==> src/rtl/seq_div_pkg.sv <==
// seq_div_pkg: shared constants for the sequential divider family.
// Holds the FSM state encodings, the default operand width and the counter width helper.
package seq_div_pkg;

   // Default operand width: 24-bit mantissa significands.
   localparam int unsigned DEF_W = 24;

   // Step counter width for a given operand width.
   function automatic int unsigned cnt_width(input int unsigned w);
      return (w < 2) ? 1 : $clog2(w);
   endfunction

   localparam int unsigned CNT_W = cnt_width(DEF_W);

   // FSM state encodings.
   localparam logic [1:0] ST_IDLE = 2'd0;
   localparam logic [1:0] ST_RUN  = 2'd1;
   localparam logic [1:0] ST_FIN  = 2'd2;

endpackage

==> src/rtl/seq_div24_div_step.sv <==
// div_step: one combinational restoring-division step.
// Shifts the next dividend bit into the partial remainder and subtracts the divisor when it fits.
module div_step
   import seq_div_pkg::*;
#(
   parameter int unsigned W = DEF_W
) (
   input  logic [W:0]   r,
   input  logic         q_msb,
   input  logic [W-1:0] d,
   output logic [W:0]   r_next,
   output logic         q_bit
);

   // Compare at full width so r[W] is honoured; it stays 0 while r < d holds.
   always_comb begin
      q_bit  = ({r, q_msb} >= {2'b00, d});
      r_next = q_bit ? ({r[W-1:0], q_msb} - {1'b0, d}) : {r[W-1:0], q_msb};
   end

endmodule

==> src/rtl/seq_div24.sv <==
// seq_div24: sequential restoring divider, one quotient bit per clock, start/done handshake.
// Optional macro SEQ_DIV_STICKY_EN adds a 'sticky' output (remainder != 0) for rounding.
// Results, done and sticky all update on the same edge, so outputs hold until the next done.
module seq_div24
   import seq_div_pkg::*;
#(
   parameter int unsigned W = DEF_W
) (
   input  logic         clk,
   input  logic         rst,
   input  logic         start,
   input  logic [W-1:0] dividend,
   input  logic [W-1:0] divisor,
   output logic         busy,
   output logic         done,
   output logic [W-1:0] quotient,
   output logic [W-1:0] remainder,
`ifdef SEQ_DIV_STICKY_EN
   output logic         sticky,
`endif
   output logic         div_by_zero
);

   localparam int unsigned   CW   = cnt_width(W);
   localparam logic [CW-1:0] LAST = CW'(W - 1);

   logic [1:0]    state;
   logic [CW-1:0] count;
   logic [W-1:0]  q_reg;
   logic [W-1:0]  d_reg;
   logic [W:0]    r_reg;
   logic [W:0]    r_next;
   logic          q_bit;
   logic          zero_reg;

   div_step #(
      .W(W)
   ) u_step (
      .r      (r_reg),
      .q_msb  (q_reg[W-1]),
      .d      (d_reg),
      .r_next (r_next),
      .q_bit  (q_bit)
   );

   // Busy covers the whole operation including the result-register cycle.
   assign busy = (state != ST_IDLE);

   // Control FSM, iteration datapath and result registers.
   always_ff @(posedge clk) begin
      if (rst) begin
         state       <= ST_IDLE;
         count       <= '0;
         q_reg       <= '0;
         d_reg       <= '0;
         r_reg       <= '0;
         zero_reg    <= 1'b0;
         done        <= 1'b0;
         quotient    <= '0;
         remainder   <= '0;
         div_by_zero <= 1'b0;
`ifdef SEQ_DIV_STICKY_EN
         sticky      <= 1'b0;
`endif
      end else begin
         done <= 1'b0;
         case (state)
            ST_IDLE: begin
               if (start) begin
                  d_reg <= divisor;
                  count <= '0;
                  if (divisor != '0) begin
                     q_reg    <= dividend;
                     r_reg    <= '0;
                     zero_reg <= 1'b0;
                     state    <= ST_RUN;
                  end else begin
                     // Divide by zero skips iteration and reports saturated results.
                     q_reg    <= '1;
                     r_reg    <= {1'b0, dividend};
                     zero_reg <= 1'b1;
                     state    <= ST_FIN;
                  end
               end
            end
            ST_RUN: begin
               r_reg <= r_next;
               q_reg <= {q_reg[W-2:0], q_bit};
               count <= count + 1'b1;
               if (count == LAST) begin
                  state <= ST_FIN;
               end
            end
            ST_FIN: begin
               done        <= 1'b1;
               quotient    <= q_reg;
               remainder   <= r_reg[W-1:0];
               div_by_zero <= zero_reg;
`ifdef SEQ_DIV_STICKY_EN
               sticky      <= (r_reg[W-1:0] != '0);
`endif
               state       <= ST_IDLE;
            end
            default: begin
               state <= ST_IDLE;
            end
         endcase
      end
   end

endmodule

==> config.mk <==
export PLATFORM = sky130hd
export DESIGN_NAME = seq_div24
export DESIGN_NICKNAME = d
export VERILOG_FILES = /design/src/rtl/seq_div_pkg.sv /design/src/rtl/seq_div24_div_step.sv /design/src/rtl/seq_div24.sv
export SDC_FILE = /design/constraint.sdc
export NUM_CORES = 1
export LEC_CHECK = 0
export ABC_AREA = 1
export CAP_MARGIN = 20
export CORE_MARGIN = 3
export CORE_UTILIZATION = 48
export CTS_CLUSTER_DIAMETER = 40
export CTS_CLUSTER_SIZE = 8
export DETAILED_ROUTE_END_ITERATION = 12
export HOLD_SLACK_MARGIN = 0.03
export PLACE_DENSITY = 0.81
export SYNTH_ARGS = -nofsm -noshare
export SYNTH_HDL_FRONTEND = slang
export SYNTH_SLANG_ARGS = --single-unit
==> constraint.sdc <==
create_clock -name clk -period 6.3 [get_ports clk]
set_clock_uncertainty 0.15 [all_clocks]
set_input_delay 1.26 -clock clk [delete_from_list [all_inputs] [get_ports clk]]
set_output_delay 1.26 -clock clk [all_outputs]
set_load 0.05 [all_outputs]
==> summary.txt <==
Timing
  – Worst slew pin tran: roughly 0.77 ns
  – Total of endpoints with negative setup slack in the final report: 0
  – Post-layout minimum cycle time: around 4.1 ns
  – Period Utilization, post-route: 64.8%
  – Achievable frequency: roughly 240 MHz
  – Final-report hold violation count: 0
  – Slew margin rel.: 48.3%
  – Max-slew violation total from the final report: 0
  – RSZ-0062 raised after global routing: false
  – Post-Route Setup TNS: 0 ns

Worst setup path
  – Top delay family on crit path: buffers and inverters
  – Critical Path Start Type: input pin
  – Worst setup path category: in2reg
  – CP peak stage delay: 0.61 ns
  – Endpoint required time on the critical path: 6.50 ns
  – Sort of element at the end of the critical path: flip-flop
  – Critical path fanouts, max: 54
  – Data arrival at the endpoint of the critical path: 4.29 ns
  – CP max-delay cell: nand2_1
  – Number of buffers and inverters on the critical path: 5
  – Crit path top cell by count: inv_2
  – Cells along the critical path: clkdlybuf4s50_1, nand2_1, buf_4, inv_2, nor2_4, inv_2, nand2_1, inv_2, a21oi_1

Run status
  – Status: finished clean

Clock network
  – TritonCTS Buffers: 17
  – CTS tree: built
  – Resized cells post-CTS: 0
  – Hold-fix buffers, CTS: 0
  – Clock sink count: 131
  – Number of H-tree levels: 4
  – Root Driver: clkbuf_16
  – Insertion delay of the later-clocked pin in the worst-skew pair: 0.43 ns
  – Clock transition at path regs: roughly 0.06 ns
  – Clock buffer depth: 2
  – Setup Fix Bufs, Post-CTS: 0

Yosys
  – Basic-gate share of the synthesized area counting and, or, nand and nor cells: 29.5%
  – Number of enable flip-flop cells after synthesis: 0
  – Largest family of logic cells by synthesized area: simple AND/OR/NAND/NOR gates
  – Area of the mapped netlist: around 7400 um2
  – Synth top area cells: dfxtp_1, nand2_1, o21ai_0
  – Cell accounting for the most synthesized area: dfxtp_1
  – Post-synthesis cell count: 1068
  – Synthesis warning total: 0
  – Distinct cell type count of the synthesized netlist: 45
  – Proportion of synthesized chip area in sequential cells: 35.4%
  – Area fraction in compound gates after synthesis: 17.7%
  – Synthesized-area fraction occupied by xor and xnor cells: under 10%
  – Share of synthesized flip-flops with an asynchronous set or reset: 0%
  – Synthesized area divided by synthesized cell count: 6.94 um2
  – Number of storage elements in the synthesis netlist: 131
  – Adder and majority cell fraction of the synthesized area: 4.49%
  – Yosys top cell area share: 35.4%
  – Most instantiated flip-flop cell in the synthesis netlist: dfxtp_1
  – Synthesized Nets: 1145
  – Proportion of synthesized area in mux cells: about 2.8%

Cells and area
  – Layout-stage area growth over the synthesis result: 22.4%
  – Final layout net count: around 1200
  – Max reg flops: 25
  – Total non-filler cell area in the finished layout: 9070 um2
  – Fraction of final layout cells with drive strength greater than 1: 8.72%
  – Ant diodes: 0

Die
  – Initial Util: 50.0%
  – Std-Cell Rows: 44
  – Number of primary I/O pins: 102
  – Core Box Area: between 10000 and 15000 um2
  – DIE HEIGHT: 130 um
  – Die outline area: 17000 um2
  – Chip Width: 130 um

Detailed routing
  – Count of routing violations after the opening detailed-route iteration: 576
  – Number of vias in the routed layout: slightly above 7000
  – DRT antenna net count: 0
  – Drt total wl: 21500 um
  – Drt drc: 0
  – Average via count per standard cell: 5.40
  – Mean routed wirelength per cell: about 16 um
  – Detailed-routing iteration count for the pre-antenna-repair pass: 6

Power
  – Leakage dissipation: about 4 nW
  – Worst supply voltage drop on vdd: 0.236 mV
  – Pwr per Cell Area: approximately 340 nW/um2

Placed design
  – Gp weighted congestion: 0.971
  – Post-place instance area: 8470 um2
  – Number of port buffers: between 100 and 150
  – DP HPWL: approximately 16000 um

GRT
  – Vias in the first global route: 6744
  – Wire length of the first global-routing pass: 33900 um
  – Overall overflow remaining after global route: 0
  – Initial antenna violation count: 0
  – Largest net degree at the start of global routing: a little under 90
  – GR Util All Layers: approximately a quarter

Hold path
  – Hold Crit Class: reg2reg

Run
  – Max-capacitance violation count: 0
==> layer usage <==
layer | share of wire [%] | track usage (%) | wire length (um)
met5 | 0 | 0 | 0
met4 | 1.8 | 7.52 | 396
met3 | 6.9 | 4.95 | 1480
met2 | 46 | 41.0 | 9840
met1 | 46 | 34.6 | 9790
==> cells by family (layout without fill, tap and decap cells) <==
| group | Yosys count | count (layout) |
|---|---|---|
| adder cells (fa/ha/maj) | 26 | 26 |
| AO/OA/AOI/OAI | 250 | 250 |
| multiplexers | 21 | 21 |
| XOR/XNOR | 9 | 9 |
| flip-flops | 131 | 131 |
| AND/OR/NAND/NOR | 465 | 465 |
| buffers and inverters | 166 | 256 |
==> cell type report <==
| cell class | count | area (um2) |
|---|---|---|
| clock buffers | 17 | 425 |
| clock inverters | 14 | 153 |
| fillers | 1334 | 5740 |
| inverters | 118 | 443 |
| multi-input cells | 771 | 4130 |
| flip-flops and latches | 131 | 2620 |
| well taps | 184 | 230 |
| repair buffers | 107 | 1070 |
==> cell usage in the layout, fill, tap and decap left out, types with 2 or more instances in the layout <==
cell type	instances
nand2_2	8
bufinv_16	2
nand3b_2	7
clkinv_2	2
buf_4	5
inv_2	11
a41oi_1	2
ha_1	25
nor2_1	127
nor2_2	6
inv_1	106
a211oi_1	2
mux2i_1	21
nand2_1	220
clkbuf_16	17
clkinvlp_4	4
nand3_2	11
and2_1	3
dfxtp_1	131
clkinv_4	2
a21oi_2	8
inv_6	4
nand3_1	43
clkdlybuf4s50_1	101
nor2_4	3
nand3b_4	2
xnor2_1	8
nand4_1	7
nand3b_1	15
nor4_1	4
o21ai_0	149
a21oi_1	84
==> cells in the mapped netlist, types with 2 or more instances <==
| cell type | count |
|---|---|
| inv_1 | 106 |
| nand3_1 | 43 |
| nand3b_1 | 15 |
| nor2_1 | 127 |
| nand3_2 | 11 |
| nand4_1 | 7 |
| dfxtp_1 | 131 |
| ha_1 | 25 |
| buf_2 | 8 |
| and2_1 | 3 |
| a21oi_2 | 8 |
| a21oi_1 | 84 |
| mux2i_1 | 21 |
| a41oi_1 | 2 |
| nand2_1 | 220 |
| xnor2_1 | 8 |
| nand3b_4 | 2 |
| nor4_1 | 4 |
| buf_6 | 4 |
| nand2_2 | 8 |
| inv_2 | 11 |
| clkbuf_1 | 35 |
| o21ai_0 | 149 |
| nor2_2 | 6 |
| nand3b_2 | 7 |
| a211oi_1 | 2 |
| nor2_4 | 3 |
==> through the flow <==
| stage | hold WS, ns | setup WS (ns) | util, % | cells | total power, W |
|---|---|---|---|---|---|
| after floorplan | 0.282 | 3.74 | - | 1068 | 0.00181 |
| after global placement | 0.300 | 1.83 | 57.2 | 1310 | 0.00206 |
| after detailed placement | 0.307 | 1.85 | 57.2 | 1310 | 0.00207 |
| after CTS | 0.316 | 2.31 | 61.1 | 1341 | 0.00306 |
| after global routing | 0.338 | 1.85 | 61.2 | 1342 | 0.00323 |
| final | 0.312 | 2.22 | 61.2 | 1342 | 0.00306 |
==> worst register-to-register path: stages (launching register included) <==
cell and delay (ns):
dfxtp_1 0.34, inv_2 0.08, nor2_4 0.08, buf_4 0.61, nor2_4 0.25, inv_2 0.64
nand2_1 0.59, inv_2 0.50, a31oi_1 0.14
==> path summary, 6_finish.rpt <==
path / cells after the start / startpoint / slack (ns) / to
max: 9 / start / 2.22 / q_reg[19]$_SDFFE_PP0P_
min: 2 / d_reg[18]$_SDFFE_PP0P_ / 0.31 / d_reg[18]$_SDFFE_PP0P_
max reg2reg: 8 / state[0]$_SDFFE_PP0P_ / 2.78 / q_reg[1]$_SDFFE_PP0P_
min reg2reg: 2 / d_reg[18]$_SDFFE_PP0P_ / 0.31 / d_reg[18]$_SDFFE_PP0P_
==> report_power, final <==
group	leakage, nW	total, W	internal, W	switching [W]
clock	0.273	0.000979	0.000584	0.000396
combinational	2.58	0.00111	0.000386	0.000725
sequential	1.07	0.000970	0.000902	0.0000680
Power figures use the tool's default switching activity.
